==> config.mk <==
export PLATFORM = sky130hd
export DESIGN_NAME = fir_tcdm_rr_arbiter
export DESIGN_NICKNAME = d
export VERILOG_FILES = /design/src/rtl/fir_tcdm_rr_arbiter_pkg.sv /design/src/rtl/fir_tcdm_rr_arbiter_id_fifo.sv /design/src/rtl/fir_tcdm_rr_arbiter.sv
export SDC_FILE = /design/constraint.sdc
export NUM_CORES = 1
export LEC_CHECK = 0
export BUFFER_PORTS_ARGS = -buffer_cell sky130_fd_sc_hd__buf_4
export CORE_AREA = 5 5 160 162
export CTS_BUF_LIST = sky130_fd_sc_hd__clkbuf_8
export DETAILED_ROUTE_END_ITERATION = 10
export DIE_AREA = 0 0 165 167
export PLACE_DENSITY = 0.47
export SKIP_CTS_REPAIR_TIMING = 1
export SYNTH_ARGS = -nofsm -noshare
export SYNTH_HDL_FRONTEND = slang
export SYNTH_HIERARCHICAL = 1
export SYNTH_SLANG_ARGS = --single-unit
==> constraint.sdc <==
create_clock -name clk_i -period 8 [get_ports clk_i]
set_input_delay 0.8 -clock clk_i [delete_from_list [all_inputs] [get_ports clk_i]]
set_output_delay 0.8 -clock clk_i [all_outputs]
set_load 0.1 [all_outputs]
==> src/rtl/fir_tcdm_rr_arbiter_pkg.sv <==
// Shared constants and helpers for the FIR TCDM round-robin arbiter.
package fir_tcdm_rr_arbiter_pkg;

    localparam int FIR_ARB_N_REQ_DEFAULT = 3;
    localparam int FIR_ARB_OUTSTANDING_DEFAULT = 4;
    localparam int FIR_ARB_AW_DEFAULT = 32;
    localparam int FIR_ARB_DW_DEFAULT = 32;

    localparam logic [0:0] FIR_ARB_IDLE = 1'b0;
    localparam logic [0:0] FIR_ARB_LOCKED = 1'b1;

    function automatic int fir_arb_wrap_inc(input int idx, input int n);
        return (idx + 1 >= n) ? 0 : idx + 1;
    endfunction

endpackage

==> src/rtl/fir_tcdm_rr_arbiter_id_fifo.sv <==
// In-order FIFO of requester IDs for granted-but-unanswered transactions.
module fir_arb_id_fifo
    import fir_tcdm_rr_arbiter_pkg::*;
#(
    parameter int DEPTH = FIR_ARB_OUTSTANDING_DEFAULT,
    parameter int IW = 2,
    parameter int CW = $clog2(DEPTH) + 1
) (
    input  logic          clk_i,
    input  logic          rst_i,
    input  logic          clear_i,
    input  logic          push,
    input  logic          pop,
    input  logic [IW-1:0] wdata,
    output logic [IW-1:0] rdata,
    output logic          full,
    output logic          empty,
    output logic [CW-1:0] count
);

    localparam int PW = (DEPTH > 1) ? $clog2(DEPTH) : 1;

    logic [IW-1:0] mem [DEPTH];
    logic [PW-1:0] wr_ptr;
    logic [PW-1:0] rd_ptr;
    logic          do_push;
    logic          do_pop;

    function automatic logic [PW-1:0] ptr_inc(input logic [PW-1:0] p);
        return (p == PW'(DEPTH - 1)) ? '0 : p + 1'b1;
    endfunction

    assign full = (count == CW'(DEPTH));
    assign empty = (count == '0);
    assign do_push = push & ~full;
    assign do_pop = pop & ~empty;
    assign rdata = mem[rd_ptr];

    always_ff @(posedge clk_i) begin
        if (rst_i || clear_i) begin
            wr_ptr <= '0;
            rd_ptr <= '0;
            count <= '0;
        end else begin
            if (do_push)
                wr_ptr <= ptr_inc(wr_ptr);
            if (do_pop)
                rd_ptr <= ptr_inc(rd_ptr);
            unique case ({do_push, do_pop})
                2'b10:   count <= count + 1'b1;
                2'b01:   count <= count - 1'b1;
                default: count <= count;
            endcase
        end
    end

    // Payload storage needs no reset; validity is tracked by count.
    always_ff @(posedge clk_i) begin
        if (do_push)
            mem[wr_ptr] <= wdata;
    end

endmodule

==> src/rtl/fir_tcdm_rr_arbiter.sv <==
// Round-robin arbiter sharing one TCDM master port between N_REQ requesters,
// with grant lock under stall and in-order response routing.
module fir_tcdm_rr_arbiter
    import fir_tcdm_rr_arbiter_pkg::*;
#(
    parameter int N_REQ = FIR_ARB_N_REQ_DEFAULT,
    parameter int AW = FIR_ARB_AW_DEFAULT,
    parameter int DW = FIR_ARB_DW_DEFAULT,
    parameter int OUTSTANDING = FIR_ARB_OUTSTANDING_DEFAULT
) (
    input  logic                  clk_i,
    input  logic                  rst_i,
    input  logic                  clear_i,
    input  logic [N_REQ-1:0]      in_req,
    output logic [N_REQ-1:0]      in_gnt,
    input  logic [N_REQ*AW-1:0]   in_add,
    input  logic [N_REQ-1:0]      in_wen,
    input  logic [N_REQ*DW/8-1:0] in_be,
    input  logic [N_REQ*DW-1:0]   in_data,
    output logic [N_REQ*DW-1:0]   in_r_data,
    output logic [N_REQ-1:0]      in_r_valid,
    output logic                  out_req,
    input  logic                  out_gnt,
    output logic [AW-1:0]         out_add,
    output logic                  out_wen,
    output logic [DW/8-1:0]       out_be,
    output logic [DW-1:0]         out_data,
    input  logic [DW-1:0]         out_r_data,
    input  logic                  out_r_valid,
    output logic                  busy_o,
    output logic                  err_o
);

    localparam int IW = $clog2(N_REQ);
    localparam int BW = DW / 8;
    localparam int CW = $clog2(OUTSTANDING) + 1;

    typedef logic [IW-1:0] fir_arb_id_t;

    logic [0:0]    state_q;
    fir_arb_id_t   sel_q;
    fir_arb_id_t   rr_ptr_q;
    fir_arb_id_t   rr_sel;
    fir_arb_id_t   sel;
    fir_arb_id_t   head_id;
    logic          flush;
    logic          req_sel;
    logic          hs;
    logic          pop;
    logic          fifo_full;
    logic          fifo_empty;
    logic [CW-1:0] fifo_count;

    assign flush = rst_i | clear_i;

    always_comb begin
        logic found;
        int   idx;
        found = 1'b0;
        idx = 0;
        rr_sel = rr_ptr_q;
        for (int k = 0; k < N_REQ; k++) begin
            idx = (int'(rr_ptr_q) + k) % N_REQ;
            if (!found && in_req[idx]) begin
                found = 1'b1;
                rr_sel = fir_arb_id_t'(idx);
            end
        end
    end

    // A stalled request keeps its index so address and data stay stable.
    assign sel = (state_q == FIR_ARB_LOCKED) ? sel_q : rr_sel;
    assign req_sel = (state_q == FIR_ARB_LOCKED) ? in_req[sel_q] : |in_req;

    assign out_req = req_sel & ~fifo_full & ~flush;
    assign hs = out_req & out_gnt;

    always_comb begin
        in_gnt = '0;
        if (hs)
            in_gnt[sel] = 1'b1;
    end

    always_comb begin
        out_add = '0;
        out_wen = 1'b0;
        out_be = '0;
        out_data = '0;
        if (out_req) begin
            out_add = in_add[int'(sel)*AW +: AW];
            out_wen = in_wen[sel];
            out_be = in_be[int'(sel)*BW +: BW];
            out_data = in_data[int'(sel)*DW +: DW];
        end
    end

    always_ff @(posedge clk_i) begin
        if (flush) begin
            state_q <= FIR_ARB_IDLE;
            sel_q <= '0;
            rr_ptr_q <= '0;
        end else if (hs) begin
            state_q <= FIR_ARB_IDLE;
            rr_ptr_q <= fir_arb_id_t'(fir_arb_wrap_inc(int'(sel), N_REQ));
        end else if (out_req) begin
            state_q <= FIR_ARB_LOCKED;
            sel_q <= sel;
        end else begin
            state_q <= FIR_ARB_IDLE;
        end
    end

    fir_arb_id_fifo #(
        .DEPTH (OUTSTANDING),
        .IW    (IW),
        .CW    (CW)
    ) i_id_fifo (
        .clk_i   (clk_i),
        .rst_i   (rst_i),
        .clear_i (clear_i),
        .push    (hs),
        .pop     (pop),
        .wdata   (sel),
        .rdata   (head_id),
        .full    (fifo_full),
        .empty   (fifo_empty),
        .count   (fifo_count)
    );

    assign pop = out_r_valid & ~fifo_empty & ~flush;
    assign in_r_data = {N_REQ{out_r_data}};

    always_comb begin
        in_r_valid = '0;
        if (pop)
            in_r_valid[head_id] = 1'b1;
    end

    // A response with nothing outstanding means the environment broke protocol.
    always_ff @(posedge clk_i) begin
        if (flush)
            err_o <= 1'b0;
        else if (out_r_valid && fifo_empty)
            err_o <= 1'b1;
    end

    assign busy_o = ~flush & ((fifo_count != '0) | out_req);

endmodule

==> impl.org, run 1 <==
** Finish
- Count of nets after finishing :: 847
- Antenna diodes :: 0
- Relative to the synthesized area, the layout overhead comes to 53.1%.
- Once layout is complete, the utilization of the core stands at 22.5%.
- Most common cell after layout, fill and taps aside :: sky130_fd_sc_hd__buf_4
- Leaving out fill and tap cells, the most frequent cells in the layout are 295 x sky130_fd_sc_hd__buf_4, 73 x sky130_fd_sc_hd__mux2i_1, 69 x sky130_fd_sc_hd__o2bb2ai_1, 15 x sky130_fd_sc_hd__inv_1, 15 x sky130_fd_sc_hd__dfxtp_1.
- Share of final-layout standard cells stronger than drive strength 1 :: 53.2%

** STA
- Setup repair after global routing left no endpoint under its margin.
- Part of the cycle the worst path needs :: 63.7%
- Number of hold-slack violations in the final timing report :: 0
- Between clock sinks in the finished design, the worst skew comes to around 7 ps.
- At the pin with the least slew margin, the transition time is just over 1000 ps.
- Worst slew margin relative to its limit :: 32.2%
- The worst path needs 5100 ps of the cycle, external delays included.
- The final count of pins violating max slew was 0.
- Highest attainable clock frequency :: 196 MHz
- Summed over all failing endpoints, the final setup total negative slack is 0 ps.
- Setup violations remaining at the end of the flow were counted as 0.

** Global route
- Entering global routing, the biggest net connects between 50 and 60 pins.
- The number of antenna violations at the first check in global routing was 0.
- The first global-routing pass estimated 24000 um of wire.
- Vias in the first global route :: 3881
- Global route total overflow :: 0
- Overall Global Routing Usage :: 11.2%

** Synthesis
- The synthesized design spends more area on one cell type than any other, namely sky130_fd_sc_hd__mux2i_1.
- Counting flops and latches in the post-synthesis netlist gives 23.
- The synthesized design contains 8 enable-type register cells.
- Multiplexer share of the synthesized area :: 22.0%
- Cells taking the most area after synthesis :: sky130_fd_sc_hd__mux2i_1 21%, sky130_fd_sc_hd__buf_4 21%, sky130_fd_sc_hd__o2bb2ai_1 17%, sky130_fd_sc_hd__dfxtp_1 8.5%, sky130_fd_sc_hd__edfxtp_1 6.8%
- Post-synthesis compound-gate area fraction :: 22.9%
- After synthesis, the largest family of logic cells by area is buffers and inverters.
- Top_reg_cell synth :: sky130_fd_sc_hd__dfxtp_1
- Area share of the largest cell type after synthesis :: just over 20%
- Asr flop ratio synth :: 0%
- The synthesized netlist occupies a cell area of 0.00352 sq mm.
- The Yosys step of the flow raised 6 warnings.
- After synthesis, the mean cell area works out to 8.60 sq um.
- Post-synthesis instance total :: 409
- The synthesized netlist devotes about 4.1% of its cell area to adder and majority cells.
- Net Count, Synth :: approximately 670
- For this run, the register share of the synthesized area comes to ~15%.
- In this run, distinct cell masters in the synthesized netlist total between 40 and 50.
- Post-synthesis simple-gate area fraction :: 9.35%
- Fraction of synthesized cell area in xor and xnor cells :: 0.498%

** Setup path
- Broken down by cell family, the worst path's largest delay share belongs to compound AO/OA/AOI/OAI gates.
- The worst setup path is captured at a primary output.
- Setup crit start kind :: register
- Data on the critical path is required at its endpoint by 7200 ps.
- Total buffers and inverters traversed by the critical path :: 3
- CP peak stage delay :: between 800 and 900 ps
- STA puts the critical path data arrival time at 4300 ps.
- For this design, the slowest cell found on the critical path is sky130_fd_sc_hd__a211oi_4.
- In this run the worst path has a maximum fanout of 51.
- Worst Setup Path Type :: register to primary output
- Walking the worst path, the cells encountered are inv_1 -> ha_1 -> mux2i_1 -> o22a_1 -> a32o_1 -> a221o_1 -> a211oi_4 -> buf_12 -> o2bb2ai_1 -> buf_4.

** CTS
- The tree built by TritonCTS fans out to 23 sinks.
- CTS Root Cell :: sky130_fd_sc_hd__clkbuf_8
- The number of clock buffers added by TritonCTS is 3.
- Bufs on Longest Clock Path :: 2
- Clock-pin slew was measured on the worst setup and hold paths at 90 ps.
- Clock tree from TritonCTS :: done
- Clock latency on the worst-skew pair, taken at its later pin, is 260 ps.
- Number of H-tree branching levels :: 1

** Floorplan
- The floorplan step set the die width to around 170 um.
- The core region is 0.0240 sq mm.
- The die covers roughly 0.028 sq mm.
- The floorplan has 57 rows.
- In this run the vertical extent of the chip is 167 um.
- Ports placed on the boundary :: 421
- Initial core utilization :: 14.7%

** Power and ir drop
- The internal power of the cells totals 0.316 mW.
- Registers are responsible for 18.7% of the overall power.
- For this design the total switching power over the nets is 0.353 mW.
- Clock share of power :: 10.9%
- Fraction of power spent switching nets :: a little over half
- Relative contribution of combinational cells to total power :: 70.3%
- After layout, the design draws a total of 0.669 mW.
- Worst supply voltage drop on vdd :: 0.0568 mV
- Dividing total power by cell area gives a power density of 124 mW/mm^2.
- In this run the static leakage power is 2.63 nW.

** Placed design
- Once detailed placement completed, the half-perimeter wirelength came to approximately 14000 um.
- Gpl congestion :: 0.874
- The count of buffers added on input and output ports is 292.

** Detailed routing
- Drt via density :: 3.95
- DR iter-0 viols :: about 180
- For this run, the detailed router's first-pass iteration total came to 4.
- Detailed routing inserted a total of 3599 vias.
- Total wire length after detailed routing :: between 15000 and 20000 um
- WL per Instance :: 18.4 um
- Antenna-violating nets left :: 0
- Final routed DRC violation total :: 0

** Flow run
- Max cap viols :: 0

** Status
- The run finished with clean final reports.

** Min path
- The tightest min-delay check is of the register to register type.
-- synth_stat cells (2+ instances only) --
cell                         n
sky130_fd_sc_hd__nor2b_1     3
sky130_fd_sc_hd__nor3_1      5
sky130_fd_sc_hd__a21oi_1     6
sky130_fd_sc_hd__dfxtp_1    15
sky130_fd_sc_hd__buf_4      97
sky130_fd_sc_hd__buf_2      14
sky130_fd_sc_hd__edfxtp_1    8
sky130_fd_sc_hd__clkbuf_1    9
sky130_fd_sc_hd__nor3b_1     2
sky130_fd_sc_hd__nor2_1     14
sky130_fd_sc_hd__a32o_1      3
sky130_fd_sc_hd__or3_1       3
sky130_fd_sc_hd__and3_1      2
sky130_fd_sc_hd__nand2_1    13
sky130_fd_sc_hd__inv_1      15
sky130_fd_sc_hd__o2bb2ai_1  69
sky130_fd_sc_hd__or4_1       2
sky130_fd_sc_hd__xor2_1      2
sky130_fd_sc_hd__nand3_1     4
sky130_fd_sc_hd__o31ai_1     2
sky130_fd_sc_hd__and3_2      4
sky130_fd_sc_hd__mux4_2      2
sky130_fd_sc_hd__mux2i_1    73
sky130_fd_sc_hd__or2_2       2
sky130_fd_sc_hd__ha_1       10
sky130_fd_sc_hd__nand3b_1    2
sky130_fd_sc_hd__o21ai_0    10
-- registers in the layout, indices dropped and copies added (netlist names), named ones only --
name,flops
i_id_fifo/mem,8
i_id_fifo/count,3
i_id_fifo/rd_ptr,2
i_id_fifo/wr_ptr,2
rr_ptr_q,2
sel_q,2
err_o,1
state_q,1
-- worst register-to-register path, cell delays in order (launching register included) --
cell and delay [ps]:
sky130_fd_sc_hd__dfxtp_1 450, sky130_fd_sc_hd__nand2_1 220, sky130_fd_sc_hd__o21a_1 170, sky130_fd_sc_hd__o2111ai_1 480, sky130_fd_sc_hd__inv_1 170, sky130_fd_sc_hd__nand2_1 210
sky130_fd_sc_hd__inv_1 150, sky130_fd_sc_hd__nand2_1 140, sky130_fd_sc_hd__ha_1 200, sky130_fd_sc_hd__inv_1 60, sky130_fd_sc_hd__fa_1 370, sky130_fd_sc_hd__xor2_1 160
sky130_fd_sc_hd__or3_1 310, sky130_fd_sc_hd__a21oi_1 140
-- layout make-up --
| cell class | instances | area [sq um] |
|---|---|---|
| fill | 2716 | 18600 |
| clock inverter | 1 | 7.51 |
| sequential | 23 | 541 |
| multi-input combinational | 249 | 2100 |
| clock buffer | 3 | 41.3 |
| tap | 324 | 405 |
| timing repair buffer | 296 | 2230 |
| inverter | 16 | 60.1 |
-- path summary, 6_finish.rpt --
kind                                      endpoint  cells past startpoint                              from  slack (ps)
setup / recovery                      out_data[18]                     10          rr_ptr_q[0]$_SDFFE_PN0P_        2900
setup reg to reg   i_id_fifo/count[2]$_SDFFE_PP0P_                     13                state_q$_SDFF_PP0_        4710
hold / removal    i_id_fifo/rd_ptr[0]$_SDFFE_PP0P_                      2  i_id_fifo/rd_ptr[0]$_SDFFE_PP0P_         510
hold reg to reg   i_id_fifo/rd_ptr[0]$_SDFFE_PP0P_                      2  i_id_fifo/rd_ptr[0]$_SDFFE_PP0P_         510
-- per-stage QoR --
stage / instances / instance area [sq um] / setup WS (ps) / hold slack (ps)
floorplan: 409 / 3520 / 2730 / 460
global placement: 908 / 5340 / 3090 / 485
detailed placement: 908 / 5340 / 3110 / 480
CTS: 912 / 5390 / 2860 / 511
global route: 912 / 5390 / 2630 / 530
finish: 912 / 5390 / 2900 / 512
-- power by group through the flow --
stage	Clock, mW	Combinational (mW)	Sequential, mW
floorplan	0	0.535	0.129
global placement	0	0.476	0.128
detailed placement	0	0.475	0.128
CTS	0.0758	0.475	0.125
global route	0.0812	0.492	0.126
finish	0.0732	0.471	0.125
-- metal layers --
layer,track usage [%],share of wire (%)
met5,0,0
met1,14.8,42
met4,1.59,0.61
met3,3.39,8.2
met2,18.5,49
-- cell families (layout without fill, tap and decap cells) --
| family | after synthesis | after routing |
|---|---|---|
| buf+inv | 137 | 316 |
| compound gates | 99 | 99 |
| mux | 75 | 75 |
| simple gates | 62 | 62 |
| flops | 23 | 23 |
| fa+ha+maj | 11 | 11 |
| xor+xnor | 2 | 2 |
Power figures use the tool's default switching activity.
==> run 2: changes to the inputs <==
--- a/config.mk
+++ b/config.mk
@@ -6,11 +6,11 @@
 export NUM_CORES = 1
 export LEC_CHECK = 0
 export BUFFER_PORTS_ARGS = -buffer_cell sky130_fd_sc_hd__buf_4
-export CORE_AREA = 5 5 160 162
+export CORE_AREA = 5 5 158 160
 export CTS_BUF_LIST = sky130_fd_sc_hd__clkbuf_8
 export DETAILED_ROUTE_END_ITERATION = 10
-export DIE_AREA = 0 0 165 167
-export PLACE_DENSITY = 0.47
+export DIE_AREA = 0 0 163 165
+export PLACE_DENSITY = 0.5
 export SKIP_CTS_REPAIR_TIMING = 1
 export SYNTH_ARGS = -nofsm -noshare
 export SYNTH_HDL_FRONTEND = slang
==> constraint.sdc (replaced) <==
create_clock -name clk_i -period 4.4 [get_ports clk_i]
set_input_delay 0.44 -clock clk_i [delete_from_list [all_inputs] [get_ports clk_i]]
set_output_delay 0.44 -clock clk_i [all_outputs]
set_load 0.1 [all_outputs]
==> run 2 against run 1 <==
Effect of this change: power grew 81%; hold slack lost 120 ps; via count grew 0.47%; wire length shrank 2.6%; sequential share of layout area is essentially flat; sequential power grew 82%; non-clock buffer count grew 2; register-to-register slack lost 3600 ps.
==> impl.org, run 2 (same netlist as run 1, synthesis figures left out) <==
** Status
- Outcome :: finished, final reports clean

** Power and ir drop
- Total power per unit cell area :: 224 mW/mm^2
- Fraction of power spent switching nets :: a little over half
- The share of total power dissipated in the clock network is 10.7%.
- The internal portion of the total power is slightly below 0.6 mW.
- Overall power consumption after layout is estimated at roughly 1.2 mW.
- Relative contribution of combinational cells to total power :: 70.5%
- Share of total power in sequential cells :: 18.8%
- Leak pwr :: approximately 2.7 nW
- Across the VDD grid, the largest voltage drop is 0.122 mV.
- In this run the power spent charging and discharging nets is about 0.63 mW.

** Finish
- Synth-to-layout area growth :: 53.8%
- The finished layout holds 909 standard cells, fillers aside.
- Count of nets after finishing :: between 800 and 900
- Leaving out fill and tap cells, the most frequent cells in the layout are 296 x sky130_fd_sc_hd__buf_4, 73 x sky130_fd_sc_hd__mux2i_1, 69 x sky130_fd_sc_hd__o2bb2ai_1, 15 x sky130_fd_sc_hd__inv_1, 15 x sky130_fd_sc_hd__dfxtp_1.
- More flip-flops sit in one register than any other, and that register is i_id_fifo/mem.
- Leaving out fill and tap cells, the most frequent cell in the layout is sky130_fd_sc_hd__buf_4.
- Flip-flop count of the largest register, all copies and words added :: 8
- Largest registers in the final layout :: i_id_fifo/mem: 8 flops, i_id_fifo/count: 3 flops
- The repair_antennas step left the layout with diodes totalling 0.
- The post-route netlist has 53.6% of its cells at a drive strength greater than 1.

** Global route
- Grt met3 use :: 4.47%
- Global-route met1 utilization :: 13.2%
- Most Used Layer, Global Route :: met2
- Overall Global Routing Usage :: 10.7%
- Antenna violations before repair :: 0
- The number of global-route vias before repair came to 3781.
- Entering global routing, the biggest net connects 39 pins.
- Summed over all layers, the global routing overflow is 0.
- For this run, global-route usage on met2 was measured as 18.3%.
- The first global-routing pass estimated 22600 um of wire.

** Detailed routing
- Via total after detailed routing :: between 3000 and 4000
- WL per Instance :: 17.9 um
- For this run, design rule violations remaining after detail routing come to 0.
- Total wire length after detailed routing :: 16300 um
- First drt pass iteration count :: 4
- Drt via density :: 3.98
- In this run the remaining antenna-violating nets after routing total 0.
- In this run, the number of DRC markers left after iteration 0 of detailed routing was 124.

** STA
- Final sum of negative setup slack :: 0 ps
- Dividing the final minimum period by the clock period gives 92.5%.
- Max Slew Vio Count :: 0
- Derived from the worst setup path, the maximum achievable clock frequency is 246 MHz.
- Fin Clk Skew :: 1.14 ps
- Final critical delay including setup and external delays :: 4070 ps
- Setup repair after global routing missed its margin :: no
- Once routing completed, OpenROAD measured the worst setup slack at 329 ps.
- In this run the tightest slew margin relative to its limit is between 60% and 70%.
- Transition time at the pin with the least slew margin :: 568 ps
- The final-report hold violation count is 0.
- Setup violations remaining at the end of the flow were counted as 0.

** Min path
- In this run the worst hold path is classified as input port to register.
- The worst hold path begins at out_gnt.

** Setup path
- Data on the critical path arrives at its endpoint at 3630 ps.
- The worst setup path is captured at a primary output.
- Worst Setup Path Type :: register to primary output
- STA classifies the critical path startpoint as a register.
- Worst reg2reg path startpoint :: state_q$_SDFF_PP0_
- STA puts the critical path data required time at 3960 ps.
- The critical path starts at rr_ptr_q[0]$_SDFFE_PN0P_.
- Along the worst path, the maximum fanout reaches 32.

** Floorplan
- Initial core utilization :: approximately 15%
- The total area inside the core boundary comes to 0.0233 sq mm.
- After floorplanning, the core was divided into 56 placement rows.
- Floorplan die area :: 0.0269 sq mm
- In this run the horizontal extent of the chip is 163 um.
- Ports placed on the boundary :: 421
- Die Span Y :: 165 um

** CTS
- CTS Root Cell :: sky130_fd_sc_hd__clkbuf_8
- TritonCTS built the clock tree.
- Worst-Skew Late Latency :: between 200 and 300 ps
- Bufs on Longest Clock Path :: 2
- In this run the number of H-tree levels came out at 1.
- Clock transition at the registers of the reported paths :: roughly 80 ps
- The clock drives 23 sinks.
- Counting the buffers created by CTS gives 3.

** Flow run
- Max cap viols :: 0

** Placed design
- Placed Cells :: approximately 900
- HPWL after DPL :: 14200 um
- At the end of routability-driven placement, the weighted congestion stood at 0.772.
- Number of port buffers :: around 290
- Pre-CTS worst setup slack :: 531 ps
## run 2: worst paths after layout
| path | to | slack [ps] | depth (start not counted) |
|---|---|---|---|
| setup / recovery | out_data[16] | 330 | 10 |
| hold / removal | state_q$_SDFF_PP0_ | 390 | 2 |
| setup reg to reg | i_id_fifo/count[2]$_SDFFE_PP0P_ | 1080 | 13 |
| hold reg to reg | err_o$_SDFFE_PN0P_ | 490 | 2 |
## run 2: per-stage QoR
stage | util (%) | hold slack [ps] | cell area (sq um)
floorplan | - | 460 | 3520
global placement | 23.1 | 468 | 5370
detailed placement | 23.1 | 477 | 5370
CTS | 23.3 | 390 | 5410
global route | 23.3 | 397 | 5410
finish | 23.3 | 392 | 5410
## run 2: layer usage
layer | wire, um | vias to the layer above
li1 | - | 1773
met1 | 6290 | 1631
met2 | 8200 | 200
met3 | 1720 | 12
met5 | 0 | -
met4 | 103 | 0
## run 2: power groups by stage
stage	clock (mW)	sequential, mW	combinational (mW)
after floorplan	0	0.235	0.973
after global placement	0	0.233	0.866
after detailed placement	0	0.233	0.865
after CTS	0.133	0.228	0.866
after global routing	0.144	0.228	0.894
final	0.130	0.228	0.854
## run 2: cell type report
cell class / count / area [sq um]
Clock inverter: 1 / 5.00
Inverter: 16 / 60.1
Timing Repair Buffer: 298 / 2260
Multi-Input combinational cell: 249 / 2100
Sequential cell: 23 / 541
Fill cell: 2620 / 17900
Tap cell: 319 / 399
Clock buffer: 3 / 41.3
## run 2: critical path: stages, from the launching register on
cell	delay (ps)
sky130_fd_sc_hd__dfxtp_1	380
sky130_fd_sc_hd__inv_1	90
sky130_fd_sc_hd__ha_1	400
sky130_fd_sc_hd__mux2i_1	170
sky130_fd_sc_hd__o22a_1	210
sky130_fd_sc_hd__a32o_1	260
sky130_fd_sc_hd__a221o_1	500
sky130_fd_sc_hd__a211oi_4	290
sky130_fd_sc_hd__buf_4	400
sky130_fd_sc_hd__o2bb2ai_1	280
sky130_fd_sc_hd__buf_4	370
==> run 3: changes to the inputs <==
--- a/config.mk
+++ b/config.mk
@@ -6,13 +6,13 @@
 export NUM_CORES = 1
 export LEC_CHECK = 0
 export BUFFER_PORTS_ARGS = -buffer_cell sky130_fd_sc_hd__buf_4
-export CORE_AREA = 5 5 158 160
+export CORE_AREA = 5 5 160 162
 export CTS_BUF_LIST = sky130_fd_sc_hd__clkbuf_8
 export DETAILED_ROUTE_END_ITERATION = 10
-export DIE_AREA = 0 0 163 165
-export PLACE_DENSITY = 0.5
+export DIE_AREA = 0 0 165 167
+export GPL_TIMING_DRIVEN = 0
+export PLACE_DENSITY = 0.49
 export SKIP_CTS_REPAIR_TIMING = 1
 export SYNTH_ARGS = -nofsm -noshare
 export SYNTH_HDL_FRONTEND = slang
-export SYNTH_HIERARCHICAL = 1
 export SYNTH_SLANG_ARGS = --single-unit
==> run 3 against run 2 <==
Effect of this change: sequential cell count is the same; largest cell class unchanged; final area grew 59%; synthesized cell count grew 60%; critical path depth grew 3; area after synthesis grew 42%; power grew 44%.
==> impl.org, run 3 <==
** Status
- The run finished with clean final reports.

** Power and ir drop
- Internal power :: 0.713 mW
- Power spent charging and discharging nets :: a little over 1 mW
- Fraction of power spent switching nets :: 59.2%
- Worst supply voltage drop on vdd :: 0.0900 mV
- Share of total power in sequential cells :: 12.9%
- Total power per unit cell area :: 203 mW/mm^2
- The clock network is responsible for 7.1% of the overall power.
- For this design the static power due to leakage is 3.72 nW.
- Tot Pwr :: between 1.5 and 2 mW
- Of the total power, combinational logic draws roughly 80%.

** CTS
- CTS Root Cell :: sky130_fd_sc_hd__clkbuf_8
- Number of sinks handled by clock tree synthesis :: 23
- Worst-Skew Late Latency :: 260 ps
- Clock tree from TritonCTS :: done
- Bufs on Longest Clock Path :: 2
- After clock tree synthesis, the clock-pin slew on the worst setup and hold paths is around 80 ps.
- Total clock buffers created by CTS :: 3
- Number of H-tree branching levels :: 1

** Setup path
- Endpoint type of the worst setup path :: primary output
- Setup crit start kind :: register
- Along the worst path, the maximum fanout reaches 10.
- In this run the register-to-register setup slack is 1270 ps.
- Data arrival time of the critical path :: 3800 ps
- Worst r2r dst :: i_id_fifo.count[2]$_SDFFE_PP0P_
- Required time of the critical path :: around 4000 ps
- Worst Setup Path Type :: register to primary output
- Depth of the worst register-to-register path :: 11
- In this run the critical register-to-register path is launched from sel_q[0]$_SDFFE_PP0P_.

** Detailed routing
- For this run, the detailed router's first-pass iteration total came to 4.
- Drt via density :: 4.72
- After the first detailed-routing iteration, the DRC count stood at between 300 and 400.
- For this block, the routed nets add up to 26500 um of wire.
- The count of nets left with antenna violations once routing finished came out at 0.
- Final routed DRC violation total :: 0
- Via total after detailed routing :: 6499
- WL per Instance :: 19.2 um

** Floorplan
- Initial core utilization :: a little over a fifth
- During I/O placement, the number of pins put on the boundary was 421.
- Row Count :: 57
- Chip Width :: 165 um
- Die Span Y :: 167 um
- Floorplan die area :: 0.0276 sq mm
- Core area :: 0.0240 sq mm

** Synthesis
- By area the synthesized netlist is led by sky130_fd_sc_hd__mux2_2 16%, sky130_fd_sc_hd__buf_4 15%, sky130_fd_sc_hd__a221o_1 14%, sky130_fd_sc_hd__o211ai_1 11%, sky130_fd_sc_hd__a21oi_1 8.2%.
- Yosys warnings :: 0
- Number of flops mapped to enable cells by yosys :: 8
- Of the post-synthesis cell area, the dominant cell type holds 15.6%.
- The biggest area contributor in the post-synthesis netlist is sky130_fd_sc_hd__mux2_2.
- Sequential share of the synthesized area :: 10.8%
- Asr flop ratio synth :: 0%
- Summing every instance area after synthesis gives 0.00500 sq mm.
- sky130_fd_sc_hd__buf_4 is the most common cell in the netlist.
- Distinct cell type count after synthesis :: 49
- The number of nets handed over by synthesis was 912.
- Post-synthesis instance total :: between 600 and 700
- Flip-flop and latch count after synthesis :: 23
- Sorting the synthesized cells by how often they occur yields 99 x sky130_fd_sc_hd__buf_4, 82 x sky130_fd_sc_hd__a21oi_1, 75 x sky130_fd_sc_hd__nand2_1, 70 x sky130_fd_sc_hd__o211ai_1.
- Syn_area_per_cell :: 7.62 sq um
- Top_reg_cell synth :: sky130_fd_sc_hd__dfxtp_1

** Min path
- Hold_sp :: out_r_valid
- Path type of the worst min-delay path :: input port to register
- Along the worst hold path, the cell count comes to 3.
- Endpoint of the worst hold-timing path :: err_o$_SDFFE_PP0P_

** Finish
- Final cell count without fillers :: 1376
- Largest registers in the final layout :: i_id_fifo.mem: 8 flops, i_id_fifo.count: 3 flops
- Counting the fill cells in the layout gives ~2600.
- The library cells used most frequently in the layout, excluding fill and tap cells, are 449 x sky130_fd_sc_hd__buf_4, 81 x sky130_fd_sc_hd__a21oi_1, 75 x sky130_fd_sc_hd__nand2_1, 70 x sky130_fd_sc_hd__o211ai_1.
- Count of nets after finishing :: ~1300
- Of the cells placed in the final design, the portion with a size suffix greater than 1 is 56.1%.
- The library cell used most frequently in the layout, excluding fill and tap cells, is sky130_fd_sc_hd__buf_4.
- Relative to the synthesized area, the layout overhead comes to 72.4%.
- The finished cells cover 0.00861 sq mm.
- Ranked by flip-flop count, first place goes to i_id_fifo.mem.
- Antenna diodes :: 0
- The register with the most flip-flops in the layout has 8 of them.

** Placed design
- In this run the tool buffered the top-level ports with 387 buffer cells.
- After detailed placement, the design holds a cell count of roughly 1400.
- Once placement finished, the instance area stood at 0.00834 sq mm.
- Gpl congestion :: 0.839
- HPWL after DPL :: 22000 um

** Global route
- The number of antenna violations at the first check in global routing came to 0.
- Global routing used 17.8% of the available tracks across all layers.
- Global route total overflow :: 0
- The number of global-route vias before repair was between 6000 and 7000.
- Pin count of the biggest net entering global routing :: 13
- Global-route wire length before repair :: 39100 um

** Flow run
- The tool flagged a number of max-cap violations equal to 0.

** STA
- Timing would allow up to 236 MHz.
- Transition time at the pin with the least slew margin :: 803 ps
- Number of hold-slack violations in the final timing report :: 0
- The worst path uses between 90 and 100% of the clock period.
- Fin Clk Skew :: between 3 and 4 ps
- The routed design could run at a clock period as short as 4240 ps.
- Headroom to the max-slew limit came out at 46.5%.
- The final count of pins violating max slew was 0.
- Setup violators final :: 0
-- run 3: cell types whose count changed after synthesis, sizes merged, moves of 45 or more --
cell and delta:
a21oi +76, o211ai +70, o2bb2ai -68, clkbuf +45, mux2i -69, mux2 +69, nand2 +62, a221o +68
-- run 3: how the worst max path moves through the flow --
stage                                        start            end  slack (ps)  cells past startpoint
after floorplan                            clear_i  in_r_valid[1]        -100                      3
after CTS                 rr_ptr_q[0]$_SDFFE_PP0P_   out_data[29]        -320                     13
after detailed placement  rr_ptr_q[0]$_SDFFE_PP0P_   out_data[29]         -30                     13
after global routing      rr_ptr_q[0]$_SDFFE_PP0P_    out_add[18]         -10                     13
final                     rr_ptr_q[0]$_SDFFE_PP0P_    out_add[18]         160                     13
after global placement    rr_ptr_q[1]$_SDFFE_PP0P_   out_data[29]        -760                     13
-- run 3: power groups by stage --
stage	sequential (mW)	combinational (mW)	clock, mW
floorplan	0.233	0.978	0
global placement	0.230	1.37	0
detailed placement	0.230	1.37	0
CTS	0.225	1.38	0.128
global route	0.225	1.45	0.139
finish	0.225	1.40	0.124
-- run 3: worst max-delay path, stage by stage (launching register included) --
cell and delay, ps:
sky130_fd_sc_hd__dfxtp_1 340, sky130_fd_sc_hd__inv_1 80, sky130_fd_sc_hd__ha_1 280, sky130_fd_sc_hd__clkbuf_4 180, sky130_fd_sc_hd__mux2i_1 240, sky130_fd_sc_hd__o22ai_1 150, sky130_fd_sc_hd__or4b_1 540, sky130_fd_sc_hd__a31o_1 220
sky130_fd_sc_hd__clkbuf_4 210, sky130_fd_sc_hd__a2111oi_4 420, sky130_fd_sc_hd__buf_4 200, sky130_fd_sc_hd__clkbuf_4 200, sky130_fd_sc_hd__a221o_1 260, sky130_fd_sc_hd__buf_8 230
-- run 3: through the flow --
step / utilization, % / setup TNS [ps] / worst slack, ps / hold slack [ps]
3_5_place_dp: 34.8 / -73.8 / -32.7 / 464
2_1_floorplan: - / -209 / -105 / 469
5_1_grt: 35.9 / -23.3 / -15.0 / 442
4_1_cts: 35.0 / -13060 / -324 / 414
3_3_place_gp: 34.7 / -39900 / -763 / 471
6_report: 35.9 / 0 / 157 / 412
-- run 3: layer usage --
| layer | up-vias | track usage [%] | part of all wire, % |
|---|---|---|---|
| li1 | 3202 | - | - |
| met1 | 3011 | 21.6 | 39 |
| met2 | 270 | 33.1 | 52 |
| met3 | 16 | 3.14 | 8.1 |
| met4 | 0 | 1.95 | 0.87 |
| met5 | - | 0 | 0 |
-- run 3: area by class of cell --
| type | count | area (sq um) | share of cell area, % |
|---|---|---|---|
| Buffer | 164 | 1030 | 11.9 |
| Clock buffer | 3 | 41.3 | 0.479 |
| Clock inverter | 1 | 3.75 | 0.0436 |
| Inverter | 12 | 45.0 | 0.523 |
| Multi-Input combinational cell | 455 | 3420 | 39.7 |
| Sequential cell | 23 | 541 | 6.27 |
| Tap cell | 324 | 405 | 4.71 |
| Timing Repair Buffer | 394 | 3130 | 36.4 |
-- run 3: logic make-up (layout without fill, tap and decap cells) --
| kind of cell | Yosys count | count (layout) | synth area share [%] |
|---|---|---|---|
| AO/OA/AOI/OAI | 247 | 247 | 36.7 |
| buffers and inverters | 178 | 574 | 21.2 |
| AND/OR/NAND/NOR | 122 | 122 | 11.2 |
| multiplexers | 75 | 75 | 17.3 |
| flip-flops | 23 | 23 | 10.8 |
| adder cells (fa/ha/maj) | 9 | 9 | 2.40 |
| XOR/XNOR | 2 | 2 | 0.351 |
